--- src/rtl/ifetch_buffer.sv ---
// ifetch_buffer: in-order instruction fetch queue between the PC register and decode.
// Issues fetches at pc_in, collects in-order responses, and hands {pc, instr} to decode.
// Stale responses that were in flight at a redirect (flush) are counted and discarded.
// Optional macro IFB_BYPASS_EN: forward a response straight to decode when the queue
// holds no filled entry (zero-cycle response-to-decode latency).
module ifetch_buffer #(
  parameter int DEPTH = 4
) (
  input  logic                     clk,
  input  logic                     rst_n,
  input  logic [31:0]              pc_in,
  output logic [31:0]              pc4,
  output logic                     pc_hold,
  input  logic                     flush,
  output logic                     imem_req_valid,
  output logic [31:0]              imem_req_addr,
  input  logic                     imem_req_ready,
  input  logic                     imem_rsp_valid,
  input  logic [31:0]              imem_rsp_data,
  output logic                     if_valid,
  output logic [31:0]              if_pc,
  output logic [31:0]              if_instr,
  input  logic                     if_ready,
  output logic [$clog2(DEPTH):0]   occupancy
);

  localparam int AW = $clog2(DEPTH);
  localparam int PW = AW + 1;
  localparam logic [PW:0]   DEPTH_W = (PW + 1)'(DEPTH);
  localparam logic [PW-1:0] ONE     = {{(PW - 1){1'b0}}, 1'b1};

  // Pointers carry one extra wrap bit so full and empty are distinguishable.
  logic [PW-1:0] wr_ptr;
  logic [PW-1:0] fill_ptr;
  logic [PW-1:0] rd_ptr;
  logic [PW-1:0] drop_cnt;

  logic [PW-1:0] filled;
  logic [PW-1:0] outstanding;
  logic [PW:0]   committed;

  logic [AW-1:0] wr_idx;
  logic [AW-1:0] fill_idx;
  logic [AW-1:0] rd_idx;

  logic [31:0] pc_mem    [DEPTH];
  logic [31:0] instr_mem [DEPTH];

  logic issue;
  logic pop;
  logic rsp_has_target;
  logic rsp_stale;
  logic rsp_write;
  logic rsp_drop;

  assign wr_idx   = wr_ptr[AW-1:0];
  assign fill_idx = fill_ptr[AW-1:0];
  assign rd_idx   = rd_ptr[AW-1:0];

  assign occupancy   = wr_ptr - rd_ptr;
  assign filled      = fill_ptr - rd_ptr;
  assign outstanding = wr_ptr - fill_ptr;

  // Slots still owed to stale responses count against capacity, so a new
  // request never races an old response for the same entry.
  assign committed = {1'b0, occupancy} + {1'b0, drop_cnt};

  assign imem_req_valid = rst_n & ~flush & (committed < DEPTH_W);
  assign imem_req_addr  = pc_in;
  assign issue          = imem_req_valid & imem_req_ready;

  assign pc4 = pc_in + 32'd4;

  // The PC register loads on an accepted fetch or a redirect; reset forces a hold.
  assign pc_hold = ~(issue | (flush & rst_n));

  // A response belongs to the oldest live request only when no stale ones are pending.
  assign rsp_has_target = (drop_cnt == '0) && (outstanding != '0);
  assign rsp_stale      = imem_rsp_valid && (drop_cnt != '0);
  assign rsp_write      = imem_rsp_valid && rsp_has_target && !flush;
  assign rsp_drop       = rsp_stale || (imem_rsp_valid && rsp_has_target && flush);

  assign pop = if_valid && if_ready && !flush;

`ifdef IFB_BYPASS_EN
  logic bypass;

  // With nothing filled, fill_ptr equals rd_ptr, so the head pc slot is the one
  // the arriving response belongs to; if popped, the normal write is harmless.
  assign bypass   = imem_rsp_valid && rsp_has_target && !flush && (filled == '0);
  assign if_valid = (filled != '0) || bypass;
  assign if_pc    = pc_mem[rd_idx];
  assign if_instr = bypass ? imem_rsp_data : instr_mem[rd_idx];
`else
  assign if_valid = (filled != '0);
  assign if_pc    = pc_mem[rd_idx];
  assign if_instr = instr_mem[rd_idx];
`endif

  // Pointer updates: issue, fill and pop move independently; a flush discards
  // everything allocated by snapping fill and read up to the issue pointer.
  always_ff @(posedge clk or negedge rst_n) begin
    if (!rst_n) begin
      wr_ptr   <= '0;
      fill_ptr <= '0;
      rd_ptr   <= '0;
    end else begin
      if (issue) begin
        wr_ptr <= wr_ptr + ONE;
      end
      if (flush) begin
        fill_ptr <= wr_ptr;
        rd_ptr   <= wr_ptr;
      end else begin
        if (rsp_write) begin
          fill_ptr <= fill_ptr + ONE;
        end
        if (pop) begin
          rd_ptr <= rd_ptr + ONE;
        end
      end
    end
  end

  // Stale-response counter: grows by the in-flight count on a redirect and
  // shrinks by one for each response absorbed.
  always_ff @(posedge clk or negedge rst_n) begin
    if (!rst_n) begin
      drop_cnt <= '0;
    end else if (flush) begin
      drop_cnt <= drop_cnt + outstanding - {{(PW - 1){1'b0}}, rsp_drop};
    end else if (rsp_stale) begin
      drop_cnt <= drop_cnt - ONE;
    end
  end

  // Entry storage: the pc is captured at issue, the instruction at fill.
  always_ff @(posedge clk or negedge rst_n) begin
    if (!rst_n) begin
      for (int i = 0; i < DEPTH; i++) begin
        pc_mem[i]    <= '0;
        instr_mem[i] <= '0;
      end
    end else begin
      if (issue) begin
        pc_mem[wr_idx] <= pc_in;
      end
      if (rsp_write) begin
        instr_mem[fill_idx] <= imem_rsp_data;
      end
    end
  end

endmodule
--- config.mk ---
export PLATFORM = sky130hd
export DESIGN_NAME = ifetch_buffer
export DESIGN_NICKNAME = d
export VERILOG_FILES = /design/src/rtl/ifetch_buffer.sv
export SDC_FILE = /design/constraint.sdc
export NUM_CORES = 1
export LEC_CHECK = 0
export CELL_PAD_IN_SITES_DETAIL_PLACEMENT = 1
export CELL_PAD_IN_SITES_GLOBAL_PLACEMENT = 2
export CORE_MARGIN = 2
export CORE_UTILIZATION = 35
export DETAILED_ROUTE_END_ITERATION = 8
export DONT_BUFFER_PORTS = 1
export GPL_TIMING_DRIVEN = 1
export PLACE_DENSITY_LB_ADDON = 0.15
export SLEW_MARGIN = 20
export SYNTH_ARGS = -nofsm -noshare
export SYNTH_HDL_FRONTEND = slang
export SYNTH_SLANG_ARGS = --single-unit
export TNS_END_PERCENT = 1
--- constraint.sdc ---
create_clock -name clk -period 5.7 [get_ports clk]
set_input_delay 1.425 -clock clk [delete_from_list [all_inputs] [get_ports clk]]
set_output_delay 1.425 -clock clk [all_outputs]
set_load 0.02 [all_outputs]
==> results.json <==
{
  "status": "complete, no violations",
  "cts_tree": "done",
  "synth-main-ff-cell": "dfrtp_1",
  "clk_latency_ns": 0.56,
  "tns_ns": 0,
  "slew_headroom_pct": 29.0,
  "grt_pass1_wl_um": 49600,
  "die_x_um": 198,
  "core_mm2": 0.0368,
  "synth_compound_area_share_pct": 0.944,
  "syn_inst": 860,
  "ys_top_cells_by_area": "dfrtp_1 51%, mux2_2 19%, mux4_2 11%",
  "die_area_mm2": 0.0390,
  "rsz0062_at_grt": "no",
  "cts-resized-gates": 0,
  "dp_hpwl_um": 19400,
  "max_cap_violations": 0,
  "holdWs_ns": 0.501,
  "io_buffers": 0,
  "crit_type": "flip-flop to primary output",
  "yosysSeqAreaShare_pct": 51.1,
  "place_congestion": 0.684,
  "synth_top_cell_area_share_pct": 51.1,
  "ys_ff_latch": 268,
  "crit_required_ns": 4.28,
  "vias": 7097,
  "holdCritPathClass": "flip-flop to flip-flop",
  "mappedNetlistNets": 954,
  "p_per_area_mw_per_mm2": 563,
  "leakagePower_uw": 0.00668,
  "num-fill-cells": 3685,
  "max_clock_freq_mhz": 199,
  "overflow": 0,
  "vias_per_cell": 5.44,
  "drv_slew": 0,
  "multi_input_area_mm2": 0.00581,
  "cp_max_fo": 8,
  "post_drt_wl_per_cell_um": 24.4,
  "track_usage_pct": 16.4,
  "synth.area.mux_share_pct": 34.2,
  "yosys.area_share.simple_pct": 3.81,
  "yosysTopAreaCell": "dfrtp_1",
  "antenna_found_initial": 0,
  "synthAdderAreaFrac_pct": 2.46,
  "ctsRootBufferMaster": "clkbuf_16",
  "synth_cell_types": 47,
  "skew_ns": 0.0158,
  "syn-cell-area_mm2": 0.0131,
  "nets": 907,
  "rows": 70,
  "cts_sinks": 268,
  "period_share_pct": 88.3,
  "cts_hold_buf": 0,
  "final_hold_viol_count": 0,
  "peakVddDrop_mv": 0.247,
  "drtIter0Drc": 236,
  "synth_edf_count": 0,
  "detail-route-antenna-nets": 0,
  "synth_top_family_by_area": "multiplexers",
  "cts.clk_slew.worst_paths_ns": 0.06,
  "drc_errors": 0,
  "start_util_pct": 35.7,
  "fin_crit_ns": 5.03,
  "clockBufferDepth": 3,
  "grt_pass1_vias": 8150,
  "drt-pass1-iter-count": 4,
  "drive_gt1_share_pct": 46.1,
  "ios": 204,
  "tightest_slew_ns": 1.06,
  "die_y_um": 198,
  "syn_avg_cell_area_um2": 15.3,
  "setup_viol": 0,
  "synthXorXnorAreaFrac_pct": 2.78,
  "num_antenna_cells": 0,
  "cts_made_buffers": 31,
  "htreeDepth": 1,
  "end_kind": "primary output",
  "startpoint_type": "flip-flop",
  "worstPathArrival_ns": 3.61,
  "yosysWarnings": 0,
  "cts_setup_buffers": 0,
  "regArea_mm2": 0.00671,
  "wirelength_um": 31800,
  "ys_async_sr_fraction_pct": 100,
  "grt_max_degree": 271,
  "area_growth_pct": 8.30
}
-- per-layer routing --
metal  vias to the layer above  global-route usage [%]  wire length [um]
li1                       3002                       -                 -
met1                      3906                    21.3             13800
met2                       158                    28.2             15700
met3                        31                    4.01              1800
met4                         0                    2.98               479
met5                         -                       0                 0
-- layout by cell type (no fill, tap or decap), types with 12 or more instances in the layout --
cell type,instances
mux4_2,64
nand4_1,13
inv_1,15
ha_1,21
clkbuf_16,31
mux2_2,219
dfrtp_1,266
xnor2_1,32
nand2_1,20
mux2_4,37
nand3_1,12
-- critical path: stages (launching register included) --
cell     delay (ns)
dfrtp_1        0.41
inv_1          0.20
ha_1           0.20
inv_1          0.05
fa_1           0.36
xor2_1         0.16
xnor2_1        0.27
ha_1           0.26
or4b_4         0.55
nor4b_4        0.21
buf_4          0.24
a21oi_1        0.14
-- final cells by class --
type                            instances  area share [%]
Tap cell                              468            4.12
Clock inverter                          8           0.511
Clock buffer                           48            6.33
Multi-Input combinational cell        488            40.9
Inverter                               15           0.396
Sequential cell                       268            47.3
Timing Repair Buffer                    9           0.502
-- cell families after synthesis --
kind of cell,Yosys count
adders and majority gates,24
AOI/OAI and AO/OA,18
and+or+nand+nor,84
buffers and inverters,104
DFF,268
xor gates and xnor gates,40
muxes,322
-- where the power goes --
| part | switching, uW | internal [uW] |
|---|---|---|
| registers | 407 | 2650 |
| clock network | 783 | 1120 |
| logic | 1570 | 1470 |
-- per-stage QoR --
| step | worst slack, ns | power, uW | instances | cell area [um^2] | utilization, % |
|---|---|---|---|---|---|
| final | 0.668 | 8000 | 1304 | 14200 | 38.6 |
| after global routing | 0.442 | 8480 | 1304 | 14200 | 38.6 |
| after CTS | 0.571 | 8150 | 1304 | 14200 | 38.6 |
| after detailed placement | 1.03 | 6170 | 1248 | 13200 | 35.9 |
| after global placement | 1.17 | 5990 | 1248 | 13200 | 35.9 |
| after floorplan | 0.700 | 5520 | 860 | 13100 | - |
-- synthesized netlist by cell type, types with 3 or more instances --
master and number:
buf_1 18, inv_1 15, dfrtp_1 268, and2_1 3, buf_4 34, and3_1 5
nand3_1 12, nand2_4 4, nor2_1 7, fa_1 3, xnor2_1 32, mux2_4 37
and4_1 4, clkbuf_1 23, mux4_2 64, nand2_1 21, nand4_1 13, mux2_2 219
ha_1 21, buf_6 13, o21ai_0 6, xor2_1 7
-- path summary, 6_finish.rpt --
check                           start              to  slack, ns  depth (start not counted)
max                         wr_ptr[0]         pc_hold       0.67                         11
max in group asynchronous       rst_n  instr_mem[105]       4.66                          0
max reg2reg                 wr_ptr[0]      pc_mem[29]       1.73                         12
min in group asynchronous       rst_n       pc_mem[6]       0.58                          0
min                        pc_mem[38]      pc_mem[38]       0.50                          1
min reg2reg                pc_mem[38]      pc_mem[38]       0.50                          1
-- flip-flops by register name (all words and copies together), names as in the netlist --
signal,flops
instr_mem,128
fill_ptr,3
rd_ptr,3
pc_mem,128
drop_cnt,3
wr_ptr,3
Power figures use the tool's default switching activity.
